$ cat src/rtl/bru_issue_sched_pkg.sv
// Shared sizing and payload layout for the branch issue queue, so dispatch
// and the branch unit slice the opaque payload identically.
package bru_issue_sched_pkg;
  localparam int BRU_IQ_DEPTH = 8;
  localparam int BRU_TAG_W    = 7;
  localparam int BRU_ROB_W    = 6;
  localparam int BRU_PAY_W    = 106;
  localparam int BRU_NWAKE    = 5;

  // Payload field offsets: pc | op | imm26 | rd able | rd tag | mode | redir
  localparam int PAY_PC_LSB    = 0;
  localparam int PAY_PC_W      = 32;
  localparam int PAY_OP_LSB    = 32;
  localparam int PAY_OP_W      = 6;
  localparam int PAY_IMM_LSB   = 38;
  localparam int PAY_IMM_W     = 26;
  localparam int PAY_RDA_LSB   = 64;
  localparam int PAY_RD_LSB    = 65;
  localparam int PAY_RD_W      = 7;
  localparam int PAY_MODE_LSB  = 72;
  localparam int PAY_MODE_W    = 2;
  localparam int PAY_REDIR_LSB = 74;
  localparam int PAY_REDIR_W   = 32;
endpackage

$ cat src/rtl/bru_issue_sched_if.sv
// Dispatch, wakeup and branch-unit issue bundle of the branch issue queue.
interface bru_issue_sched_if #(
  parameter int DEPTH = 8,
  parameter int TAG_W = 7,
  parameter int ROB_W = 6,
  parameter int PAY_W = 106,
  parameter int NWAKE = 5
);
  localparam int CNT_W = $clog2(DEPTH) + 1;

  logic                   BruFlash;
  logic [ROB_W-1:0]       RobHeadPtr;
  logic                   EnqValid;
  logic                   EnqReady;
  logic                   EnqSrc1Able, EnqSrc2Able;
  logic [TAG_W-1:0]       EnqSrc1Addr, EnqSrc2Addr;
  logic                   EnqSrc1Rdy, EnqSrc2Rdy;
  logic [ROB_W-1:0]       EnqRobPtr;
  logic [PAY_W-1:0]       EnqPayload;
  logic [NWAKE-1:0]       WakeAble;
  logic [NWAKE*TAG_W-1:0] WakeAddr;
  logic                   BruReqInst;
  logic                   IssValid;
  logic                   IssSrc1Able, IssSrc2Able;
  logic [TAG_W-1:0]       IssSrc1Addr, IssSrc2Addr;
  logic [ROB_W-1:0]       IssRobPtr;
  logic [PAY_W-1:0]       IssPayload;
  logic [CNT_W-1:0]       Occupancy;

  modport slave (
    input  BruFlash, RobHeadPtr, EnqValid, EnqSrc1Able, EnqSrc2Able,
           EnqSrc1Addr, EnqSrc2Addr, EnqSrc1Rdy, EnqSrc2Rdy, EnqRobPtr,
           EnqPayload, WakeAble, WakeAddr, BruReqInst,
    output EnqReady, IssValid, IssSrc1Able, IssSrc2Able, IssSrc1Addr,
           IssSrc2Addr, IssRobPtr, IssPayload, Occupancy
  );

  modport master (
    output BruFlash, RobHeadPtr, EnqValid, EnqSrc1Able, EnqSrc2Able,
           EnqSrc1Addr, EnqSrc2Addr, EnqSrc1Rdy, EnqSrc2Rdy, EnqRobPtr,
           EnqPayload, WakeAble, WakeAddr, BruReqInst,
    input  EnqReady, IssValid, IssSrc1Able, IssSrc2Able, IssSrc1Addr,
           IssSrc2Addr, IssRobPtr, IssPayload, Occupancy
  );
endinterface

$ cat src/rtl/bru_issue_sched_age_select.sv
// Oldest-eligible picker: minimum (rob - head) mod 2^ROB_W, lowest index on tie.
module bru_age_select #(
  parameter int DEPTH = 8,
  parameter int ROB_W = 6
) (
  input  logic [DEPTH-1:0]            i_elig,
  input  logic [DEPTH-1:0][ROB_W-1:0] i_rob,
  input  logic [ROB_W-1:0]            i_head,
  output logic [DEPTH-1:0]            o_gnt,
  output logic                        o_vld
);
  localparam int IDX_W = $clog2(DEPTH);

  logic [ROB_W-1:0] w_age, w_best;
  logic [IDX_W-1:0] w_idx;

  always_comb begin
    w_age = '0;
    w_best = '1;
    w_idx = '0;
    o_vld = 1'b0;
    for (int i = 0; i < DEPTH; i++) begin
      w_age = i_rob[i] - i_head;
      // strict compare keeps the lower index on an age tie
      if (i_elig[i] && (!o_vld || w_age < w_best)) begin
        w_best = w_age;
        w_idx  = IDX_W'(i);
        o_vld  = 1'b1;
      end
    end
    o_gnt = o_vld ? (DEPTH'(1) << w_idx) : '0;
  end
endmodule

$ cat src/rtl/bru_issue_sched.sv
// Branch issue queue: tracks operand readiness via wakeup CAM and issues the
// oldest ready micro-op per cycle into a registered branch-unit issue port.
module bru_issue_sched
  import bru_issue_sched_pkg::*;
#(
  parameter int DEPTH = BRU_IQ_DEPTH,
  parameter int TAG_W = BRU_TAG_W,
  parameter int ROB_W = BRU_ROB_W,
  parameter int PAY_W = BRU_PAY_W,
  parameter int NWAKE = BRU_NWAKE
) (
  input  logic             Clk,
  input  logic             Rest,
  bru_issue_sched_if.slave io
);
  localparam int CNT_W = $clog2(DEPTH) + 1;
  localparam int IDX_W = $clog2(DEPTH);

  logic [DEPTH-1:0]            r_vld, r_s1a, r_s2a, r_s1r, r_s2r;
  logic [DEPTH-1:0][TAG_W-1:0] r_s1t, r_s2t;
  logic [DEPTH-1:0][ROB_W-1:0] r_rob;
  logic [DEPTH-1:0][PAY_W-1:0] r_pay;
  logic [CNT_W-1:0]            r_cnt;

  logic             r_iss_vld, r_iss_s1a, r_iss_s2a;
  logic [TAG_W-1:0] r_iss_s1t, r_iss_s2t;
  logic [ROB_W-1:0] r_iss_rob;
  logic [PAY_W-1:0] r_iss_pay;

  logic [DEPTH-1:0] w_wk1, w_wk2, w_elig, w_gnt, w_free_oh;
  logic             w_enq_wk1, w_enq_wk2, w_enq_rdy, w_enq, w_sel_vld, w_iss;
  logic [IDX_W-1:0] w_free_idx;
  logic             w_sel_s1a, w_sel_s2a;
  logic [TAG_W-1:0] w_sel_s1t, w_sel_s2t;
  logic [ROB_W-1:0] w_sel_rob;
  logic [PAY_W-1:0] w_sel_pay;

  // Wakeup CAM over resident entries and the incoming dispatch slot
  always_comb begin
    w_wk1 = '0;
    w_wk2 = '0;
    w_enq_wk1 = 1'b0;
    w_enq_wk2 = 1'b0;
    for (int b = 0; b < NWAKE; b++) begin
      if (io.WakeAble[b]) begin
        for (int i = 0; i < DEPTH; i++) begin
          if (r_s1a[i] && r_s1t[i] == io.WakeAddr[b*TAG_W +: TAG_W]) w_wk1[i] = 1'b1;
          if (r_s2a[i] && r_s2t[i] == io.WakeAddr[b*TAG_W +: TAG_W]) w_wk2[i] = 1'b1;
        end
        if (io.EnqSrc1Addr == io.WakeAddr[b*TAG_W +: TAG_W]) w_enq_wk1 = 1'b1;
        if (io.EnqSrc2Addr == io.WakeAddr[b*TAG_W +: TAG_W]) w_enq_wk2 = 1'b1;
      end
    end
  end

  always_comb begin
    w_free_idx = '0;
    for (int i = DEPTH - 1; i >= 0; i--)
      if (!r_vld[i]) w_free_idx = IDX_W'(i);
  end

  assign w_free_oh = DEPTH'(1) << w_free_idx;
  assign w_enq_rdy = (r_cnt < CNT_W'(DEPTH));
  assign w_enq     = io.EnqValid & w_enq_rdy;
  assign w_elig    = r_vld & r_s1r & r_s2r;
  assign w_iss     = io.BruReqInst & w_sel_vld;

  bru_age_select #(.DEPTH(DEPTH), .ROB_W(ROB_W)) u_age_sel (
    .i_elig (w_elig),
    .i_rob  (r_rob),
    .i_head (io.RobHeadPtr),
    .o_gnt  (w_gnt),
    .o_vld  (w_sel_vld)
  );

  always_comb begin
    w_sel_s1a = 1'b0;
    w_sel_s2a = 1'b0;
    w_sel_s1t = '0;
    w_sel_s2t = '0;
    w_sel_rob = '0;
    w_sel_pay = '0;
    for (int i = 0; i < DEPTH; i++) begin
      if (w_gnt[i]) begin
        w_sel_s1a = w_sel_s1a | r_s1a[i];
        w_sel_s2a = w_sel_s2a | r_s2a[i];
        w_sel_s1t = w_sel_s1t | r_s1t[i];
        w_sel_s2t = w_sel_s2t | r_s2t[i];
        w_sel_rob = w_sel_rob | r_rob[i];
        w_sel_pay = w_sel_pay | r_pay[i];
      end
    end
  end

  always_ff @(posedge Clk or negedge Rest) begin
    if (!Rest) begin
      r_vld     <= '0;
      r_cnt     <= '0;
      r_iss_vld <= 1'b0;
      r_iss_s1a <= 1'b0;
      r_iss_s2a <= 1'b0;
      r_iss_s1t <= '0;
      r_iss_s2t <= '0;
      r_iss_rob <= '0;
      r_iss_pay <= '0;
    end else if (io.BruFlash) begin
      r_vld     <= '0;
      r_cnt     <= '0;
      r_iss_vld <= 1'b0;
    end else begin
      r_vld     <= (r_vld & ~(w_iss ? w_gnt : '0)) | (w_enq ? w_free_oh : '0);
      r_cnt     <= r_cnt + CNT_W'(w_enq) - CNT_W'(w_iss);
      r_iss_vld <= w_iss;
      if (w_iss) begin
        r_iss_s1a <= w_sel_s1a;
        r_iss_s2a <= w_sel_s2a;
        r_iss_s1t <= w_sel_s1t;
        r_iss_s2t <= w_sel_s2t;
        r_iss_rob <= w_sel_rob;
        r_iss_pay <= w_sel_pay;
      end
    end
  end

  // Entry contents are only meaningful under r_vld, so they carry no reset
  always_ff @(posedge Clk) begin
    for (int i = 0; i < DEPTH; i++) begin
      if (w_enq && w_free_oh[i]) begin
        r_s1a[i] <= io.EnqSrc1Able;
        r_s2a[i] <= io.EnqSrc2Able;
        r_s1t[i] <= io.EnqSrc1Addr;
        r_s2t[i] <= io.EnqSrc2Addr;
        r_s1r[i] <= io.EnqSrc1Rdy | ~io.EnqSrc1Able | w_enq_wk1;
        r_s2r[i] <= io.EnqSrc2Rdy | ~io.EnqSrc2Able | w_enq_wk2;
        r_rob[i] <= io.EnqRobPtr;
        r_pay[i] <= io.EnqPayload;
      end else begin
        r_s1r[i] <= r_s1r[i] | w_wk1[i];
        r_s2r[i] <= r_s2r[i] | w_wk2[i];
      end
    end
  end

  assign io.EnqReady    = w_enq_rdy;
  assign io.IssValid    = r_iss_vld;
  assign io.IssSrc1Able = r_iss_s1a;
  assign io.IssSrc2Able = r_iss_s2a;
  assign io.IssSrc1Addr = r_iss_s1t;
  assign io.IssSrc2Addr = r_iss_s2t;
  assign io.IssRobPtr   = r_iss_rob;
  assign io.IssPayload  = r_iss_pay;
  assign io.Occupancy   = r_cnt;
endmodule
$ cat src/flat_wrapper.sv
// flat-port wrapper written by rule: the top's interface ports become plain ports
module bru_issue_sched_flat import bru_issue_sched_pkg::*;
#(
  parameter int DEPTH = BRU_IQ_DEPTH,
  parameter int TAG_W = BRU_TAG_W,
  parameter int ROB_W = BRU_ROB_W,
  parameter int PAY_W = BRU_PAY_W,
  parameter int NWAKE = BRU_NWAKE
)
  (Clk, Rest, io_BruFlash, io_RobHeadPtr, io_EnqValid, io_EnqSrc1Able, io_EnqSrc2Able, io_EnqSrc1Addr, io_EnqSrc2Addr, io_EnqSrc1Rdy, io_EnqSrc2Rdy, io_EnqRobPtr, io_EnqPayload, io_WakeAble, io_WakeAddr, io_BruReqInst, io_EnqReady, io_IssValid, io_IssSrc1Able, io_IssSrc2Able, io_IssSrc1Addr, io_IssSrc2Addr, io_IssRobPtr, io_IssPayload, io_Occupancy);
  bru_issue_sched_if #(.DEPTH(DEPTH), .TAG_W(TAG_W), .ROB_W(ROB_W), .PAY_W(PAY_W), .NWAKE(NWAKE)) io_i ();
  input  logic Clk;
  input  logic Rest;
  input wire logic [$bits(io_i.BruFlash)-1:0] io_BruFlash;
  input wire logic [$bits(io_i.RobHeadPtr)-1:0] io_RobHeadPtr;
  input wire logic [$bits(io_i.EnqValid)-1:0] io_EnqValid;
  input wire logic [$bits(io_i.EnqSrc1Able)-1:0] io_EnqSrc1Able;
  input wire logic [$bits(io_i.EnqSrc2Able)-1:0] io_EnqSrc2Able;
  input wire logic [$bits(io_i.EnqSrc1Addr)-1:0] io_EnqSrc1Addr;
  input wire logic [$bits(io_i.EnqSrc2Addr)-1:0] io_EnqSrc2Addr;
  input wire logic [$bits(io_i.EnqSrc1Rdy)-1:0] io_EnqSrc1Rdy;
  input wire logic [$bits(io_i.EnqSrc2Rdy)-1:0] io_EnqSrc2Rdy;
  input wire logic [$bits(io_i.EnqRobPtr)-1:0] io_EnqRobPtr;
  input wire logic [$bits(io_i.EnqPayload)-1:0] io_EnqPayload;
  input wire logic [$bits(io_i.WakeAble)-1:0] io_WakeAble;
  input wire logic [$bits(io_i.WakeAddr)-1:0] io_WakeAddr;
  input wire logic [$bits(io_i.BruReqInst)-1:0] io_BruReqInst;
  output wire logic [$bits(io_i.EnqReady)-1:0] io_EnqReady;
  output wire logic [$bits(io_i.IssValid)-1:0] io_IssValid;
  output wire logic [$bits(io_i.IssSrc1Able)-1:0] io_IssSrc1Able;
  output wire logic [$bits(io_i.IssSrc2Able)-1:0] io_IssSrc2Able;
  output wire logic [$bits(io_i.IssSrc1Addr)-1:0] io_IssSrc1Addr;
  output wire logic [$bits(io_i.IssSrc2Addr)-1:0] io_IssSrc2Addr;
  output wire logic [$bits(io_i.IssRobPtr)-1:0] io_IssRobPtr;
  output wire logic [$bits(io_i.IssPayload)-1:0] io_IssPayload;
  output wire logic [$bits(io_i.Occupancy)-1:0] io_Occupancy;
  assign io_i.BruFlash = io_BruFlash;
  assign io_i.RobHeadPtr = io_RobHeadPtr;
  assign io_i.EnqValid = io_EnqValid;
  assign io_i.EnqSrc1Able = io_EnqSrc1Able;
  assign io_i.EnqSrc2Able = io_EnqSrc2Able;
  assign io_i.EnqSrc1Addr = io_EnqSrc1Addr;
  assign io_i.EnqSrc2Addr = io_EnqSrc2Addr;
  assign io_i.EnqSrc1Rdy = io_EnqSrc1Rdy;
  assign io_i.EnqSrc2Rdy = io_EnqSrc2Rdy;
  assign io_i.EnqRobPtr = io_EnqRobPtr;
  assign io_i.EnqPayload = io_EnqPayload;
  assign io_i.WakeAble = io_WakeAble;
  assign io_i.WakeAddr = io_WakeAddr;
  assign io_i.BruReqInst = io_BruReqInst;
  assign io_EnqReady = io_i.EnqReady;
  assign io_IssValid = io_i.IssValid;
  assign io_IssSrc1Able = io_i.IssSrc1Able;
  assign io_IssSrc2Able = io_i.IssSrc2Able;
  assign io_IssSrc1Addr = io_i.IssSrc1Addr;
  assign io_IssSrc2Addr = io_i.IssSrc2Addr;
  assign io_IssRobPtr = io_i.IssRobPtr;
  assign io_IssPayload = io_i.IssPayload;
  assign io_Occupancy = io_i.Occupancy;
  bru_issue_sched #(.DEPTH(DEPTH), .TAG_W(TAG_W), .ROB_W(ROB_W), .PAY_W(PAY_W), .NWAKE(NWAKE)) u_core (.Clk(Clk), .Rest(Rest), .io(io_i));
endmodule
$ cat config.mk
export PLATFORM = sky130hd
export DESIGN_NAME = bru_issue_sched_flat
export DESIGN_NICKNAME = d
export VERILOG_FILES = /design/src/rtl/bru_issue_sched_pkg.sv /design/src/rtl/bru_issue_sched_if.sv /design/src/rtl/bru_issue_sched_age_select.sv /design/src/rtl/bru_issue_sched.sv /design/src/flat_wrapper.sv
export SDC_FILE = /design/constraint.sdc
export NUM_CORES = 2
export LEC_CHECK = 0
export ABC_AREA = 1
export CAP_MARGIN = 25
export CORE_ASPECT_RATIO = 1.2
export CORE_MARGIN = 1.5
export CORE_UTILIZATION = 37
export CTS_CLUSTER_DIAMETER = 80
export DETAILED_ROUTE_END_ITERATION = 16
export GPL_ROUTABILITY_DRIVEN = 0
export SYNTH_ARGS = -nofsm -noshare
export SYNTH_HDL_FRONTEND = slang
export SYNTH_SLANG_ARGS = --single-unit
export TNS_END_PERCENT = 5
$ cat constraint.sdc
create_clock -name Clk -period 10.8 [get_ports Clk]
set_input_delay 2.16 -clock Clk [delete_from_list [all_inputs] [get_ports Clk]]
set_output_delay 2.16 -clock Clk [all_outputs]
set_load 0.02 [all_outputs]
After elaboration in Yosys (flattened, before gate mapping)
Cells that the tools add are included.
Widths: inputs -> output; s select.

cells by class
  add/sub/neg operators = 10
  multiply operators = 0
  div/mod/pow operators = 0
  order comparisons = 8
  equal/unequal tests = 90
  shifts and indexed selects = 2
  multiplexer cells = 210
  bitwise operators = 72
  reductions and logical operators = 110

operators by type and width
  operator             count
  $mux 106             8
  $or 106x106->106     7
  $eq 7x7->1           90
  $mux 1               142
  $mux 7               16
  $mux 8               14
  $or 7x7->7           14
  $logic_and 1x1->1    95
  $mux 6               15
  $sub 6x6->6          8
  $lt 6x6->1           7
  $mux 3               14
  $or 6x6->6           7
  $or 1x1->1           34
  $and 8x8->8          3
  $shl 1x3->8 const A  2
  $not 8->8            1
  $or 8x8->8           1
  $logic_not 1->1      7
  $logic_or 1x1->1     7
  $add 4x1->4          1
  $lt 4x4->1 const B   1
  $mux 4               1
  $sub 4x1->4          1
  3 further kinds      6

word-level totals
  flip-flop bits (word level) = 1181
  bits in latches = 0
  RAM bits = 0
  ROM bits = 0
  bits of input ports = 181
  output and inout port bits = 134
  memories kept = 0

Longest topological paths before layout
  depth in word-level cells = 48
  mapped depth = 88
  gate-level depth less buffers = 80

Cells and area by module
A second synthesis with hierarchy kept.

unflattened totals
  cell total of the unflattened synthesis = 5810
  area total of the unflattened synthesis = 56048.8 um^2

modules (own cells, without submodules)
  module           instances  cells an instance  area each (um^2)  seq. area each (um^2)
  bru_issue_sched  1          5320               52993.3           34598.2
  bru_age_select   1          490                3055.4            0.0

Least setup slack after synthesis
OpenSTA, ideal clock, no wires.

  path type = input to register
  from = in io_RobHeadPtr[1]
  to = reg u_core.r_iss_pay[100] (netlist: u_core.io.IssPayload[100])
  library setup time = 0.117 ns
  data arrival time = 12.056 ns
  data required time = 10.683 ns
  setup slack = -1.373 ns
  stages = 79
  cell sequence = inv_1 -> ha_1 -> nand2_1 -> nand2_1 -> nand2_1 -> nor2_1 -> nor3b_1 -> ha_1 -> a21oi_1 -> nand2_1 -> nand2_1 -> nand2_1 -> nand2_1 -> nand2_4 -> o21ai_0 -> ha_1 -> a21oi_1 -> nor2_1 -> (+43 left out) -> ha_1 -> a21oi_1 -> nor2_1 -> a211oi_1 -> nand2_2 -> nand2_4 -> nand2_4 -> buf_6 -> nand3_2 -> nor2_4 -> buf_4 -> buf_6 -> nand2_1 -> nand2_1 -> nor2_1 -> nand2_1 -> nand2_1 -> nand2_1

between the ends
  longest elaborated chain between the ends = 47
  elaborated cells between the ends (all ways) = 75

RTL lines
  element                                        line                              RTL
  start, declared                                flat_wrapper.sv:15                input wire logic [$bits(io_i.RobHeadPtr)-1:0] io_RobHeadPtr;
  $sub 6x6->6                                    bru_issue_sched_age_select.sv:23  w_age = i_rob[i] - i_head;
  $mux 6                                         bru_issue_sched_age_select.sv:25  if (i_elig[i] && (!o_vld || w_age < w_best)) begin
  $lt 6x6->1                                     bru_issue_sched_age_select.sv:25
  $logic_or 1x1->1                               bru_issue_sched_age_select.sv:25
  $logic_and 1x1->1                              bru_issue_sched_age_select.sv:25
  $mux 6 or $mux 1 (tied branches)               bru_issue_sched_age_select.sv:25
  $lt 6x6->1 or $logic_not 1->1 (tied branches)  bru_issue_sched_age_select.sv:25
  $logic_or 1x1->1                               bru_issue_sched_age_select.sv:25
  (+31 left out)                                 --
  $or 106x106->106                               bru_issue_sched.sv:90             w_sel_pay = w_sel_pay | r_pay[i];
  $mux 106                                       bru_issue_sched.sv:84             if (w_gnt[i]) begin
  $or 106x106->106                               bru_issue_sched.sv:90
  $mux 106                                       bru_issue_sched.sv:84
  $or 106x106->106                               bru_issue_sched.sv:90
  $mux 106                                       bru_issue_sched.sv:84
  $or 106x106->106                               bru_issue_sched.sv:90
  $mux 106                                       bru_issue_sched.sv:84
  end signal, assigned                           bru_issue_sched.sv:120            r_iss_pay <= w_sel_pay;
  end, declared                                  bru_issue_sched.sv:28             logic [PAY_W-1:0] r_iss_pay;

Parallel ways exist; a longest one is shown, timed or not.
A chain may end at the register's enable or synchronous reset.

Final worst setup path
  from = in io_RobHeadPtr[0]
  to = reg u_core.r_iss_pay[39] (netlist: u_core.io.IssPayload[39])

Same word-level chain as after synthesis.

==> metrics.txt <==
status=finished with violations; failing checks=negative setup slack; Post-Syn Area=0.0572 mm2; FMAX=about 90 MHz; DR pass1 iterations=11; RSZ-0062 raised after global routing=true; post-synthesis sequential area ratio=0.604; crit path DAT=~12 ns; peak supply drop=0.161 mV; Slowest-stage cell, CP=fa_2; I/O pin cnt=approximately 320; Synth top cells by count=nand2_1, edfxtp_1, nor2_1; Tightest Hold Check Type=reg -> reg; syn_nets=around 6000; Core Box Area=0.153 mm2; final core utilization=0.458; P per Cell Area=roughly 180 mW/mm2; via/cell ratio=between 5 and 6; initial drt markers=around 6400; total congestion overflow=0; most numerous cell in the Yosys netlist=nand2_1; clock-pin slew on the worst setup and hold paths=roughly 0.06 ns; cells after synthesis=~5700; Layout area overhead=22.5%; CP Capture Type=flop; CTS HTree Levels=4; WL final=204000 um; crit path from=io_RobHeadPtr[0]; Slew HR=0.222; Final WS setup=-0.224 ns; Initial Utilization=0.374; Reg-to-Reg Start=u_core.r_rob[6]; Leak=28.0 nW; max cap viols=0; Crit path required time=11.51 ns; post-synth top area share=0.537; Final ANT Viol Nets=0; period utilization=1.02; Post-Syn Area per Cell=10.1 um2; global-route wire length before repair=approximately 300000 um; Yosys warning total=0; Crit Path Category=in -> reg; worst slew pin tran=~1.2 ns; largest net degree at the start of global routing=120; number of flops mapped to enable cells by yosys=1024; layout cells sized above 1=0.123; dpl hpwl=approximately 120000 um; Final Skew=~0.05 ns; I/O Buffers=314; Worst-Skew Late Latency=roughly 0.81 ns; dpl cells=approximately 7800; ys async rst share=0.119; number of setup violations in the final report=approximately 130; Final Power=12.8 mW; CP Max Fanout=10; layout net count=roughly 6300; Layout Cells excl Fill=slightly above 8000; Critical Path Source Type=input pin; slowest stage delay, CP=approximately 0.35 ns; Vias=between 40000 and 50000; max-slew violation count=0; CTS Buffer Depth=3; CTS Buf Count=130; Yosys cell types=63; GRT Overall Usage=0.253; vias in the first global route=about 45000; Clock Tree Root=clkbuf_16; Top cell by count, worst path=nand2_1; leading area contributor after synthesis=edfxtp_1; clk sinks=1181; Worst Hold Launch=u_core.r_s1r[2]; top cells by area, synth=edfxtp_1, nand2_1, dfrtp_1, nand4_1, xor2_1; Die ar.=between 0.15 and 0.2 mm2; initial antenna violation count=30; wire per inst=around 25 um; die span in x=roughly 360 um; Synth Flop Type=edfxtp_1; Cell Rows=157; endpoints failing hold=0; drt drc=0; Final Critical Period=around 11 ns; register bit total from synthesis=1181; CTS tree=built; final hold slack=around 0.47 ns; die outline height=about 430 um
-- per-layer routing --
metal | vias up | GRT usage | wire (um)
met4 | 48 | 0.107 | 10200
met2 | 2732 | 0.390 | 89700
met1 | 22338 | 0.327 | 80100
met5 | - | 0 | 333
li1 | 20529 | - | -
met3 | 813 | 0.0829 | 23400
-- layout by cell type, fill, tap and decap left out, types with 22 or more instances in the layout --
cell type	n
a2111oi_0	34
a21oi_1	80
a221oi_1	61
buf_12	72
buf_4	235
clkbuf_1	31
clkbuf_16	137
clkdlybuf4s50_1	298
clkinv_1	22
clkinv_2	22
dfrtp_1	141
edfxtp_1	1024
ha_1	58
inv_1	349
nand2_1	1549
nand2_2	53
nand3_1	307
nand4_1	277
nor2_1	359
nor2_2	30
nor3_1	27
nor4_1	30
o2111ai_1	47
o21ai_0	189
o221ai_1	23
o22ai_1	104
xnor2_1	100
xor2_1	179
-- what timing repair did --
action | 4_1_cts | 5_1_grt
cloned | 13 | 2
buffers inserted | 41 | 12
setup endpoints to repair | 136 | 136
resized for setup | 119 | 102
hold buffers | 0 | 0
pin swaps | 29 | 58
-- path summary, 6_finish.rpt --
| path | to | slack, ns | depth (start not counted) |
|---|---|---|---|
| max | u_core.io.IssPayload[39] | -0.22 | 78 |
| min in group asynchronous | u_core.io.IssPayload[56] | 1.33 | 1 |
| min reg2reg | u_core.r_s1r[2] | 0.47 | 2 |
| max reg2reg | u_core.io.IssPayload[39] | 0.82 | 78 |
| max in group asynchronous | u_core.io.IssPayload[100] | 8.30 | 2 |
| min | u_core.r_s1r[2] | 0.47 | 2 |
-- report_power, final --
group	leakage (nW)	total (mW)	switching [mW]	internal, mW
Sequential	11.3	5.64	0.283	5.36
Clock	2.12	4.53	1.89	2.64
Combinational	14.6	2.65	1.59	1.06
Total	28.0	12.8	3.76	9.07
-- per-stage QoR --
step                TNS [ns]  instance area (um2)  setup slack [ns]
floorplan             -69.38                57500            -0.532
global route         -100.10                70100            -0.859
CTS                   -0.383                69600           -0.0527
detailed placement   -214.45                64200             -1.78
global placement     -205.97                64100             -1.69
finish                -14.51                70100            -0.224
-- state kept, by name (all words and copies together) (netlist names), 48 cells and up --
register and flops:
u_core.r_s2t 56, u_core.r_pay 848, u_core.r_rob 48, u_core.io.IssPayload 106, u_core.r_s1t 56
-- logic make-up (layout without fill, tap and decap cells) --
| group | after synthesis | after routing | share of synthesized area |
|---|---|---|---|
| buf+inv | 799 | 1268 | 0.0577 |
| xor+xnor | 283 | 283 | 0.0436 |
| compound gates | 657 | 657 | 0.0746 |
| simple gates | 2685 | 2690 | 0.199 |
| fa+ha+maj | 87 | 87 | 0.0202 |
| flops | 1181 | 1181 | 0.604 |
| other cells | 0 | 3 | 0 |
-- final cells by class --
type / count / area, um2
flip-flops and latches: 1181 / 34600
multi-input cells: 3717 / 20300
repair buffers: 659 / 7020
fillers: 13844 / 82900
well taps: 1987 / 2490
inverters: 369 / 1410
clock inverters: 64 / 698
clock buffers: 176 / 3630
diodes: 3 / 7.51
-- worst max-delay path, delay by kind of cell --
kind            cells  cell delay, ns
simple gates       45            3.82
fa+ha+maj           9            2.33
compound gates     15            2.12
buf+inv             8            1.00
xor+xnor            1            0.26
No activity file was read; power rests on OpenSTA's default activity.
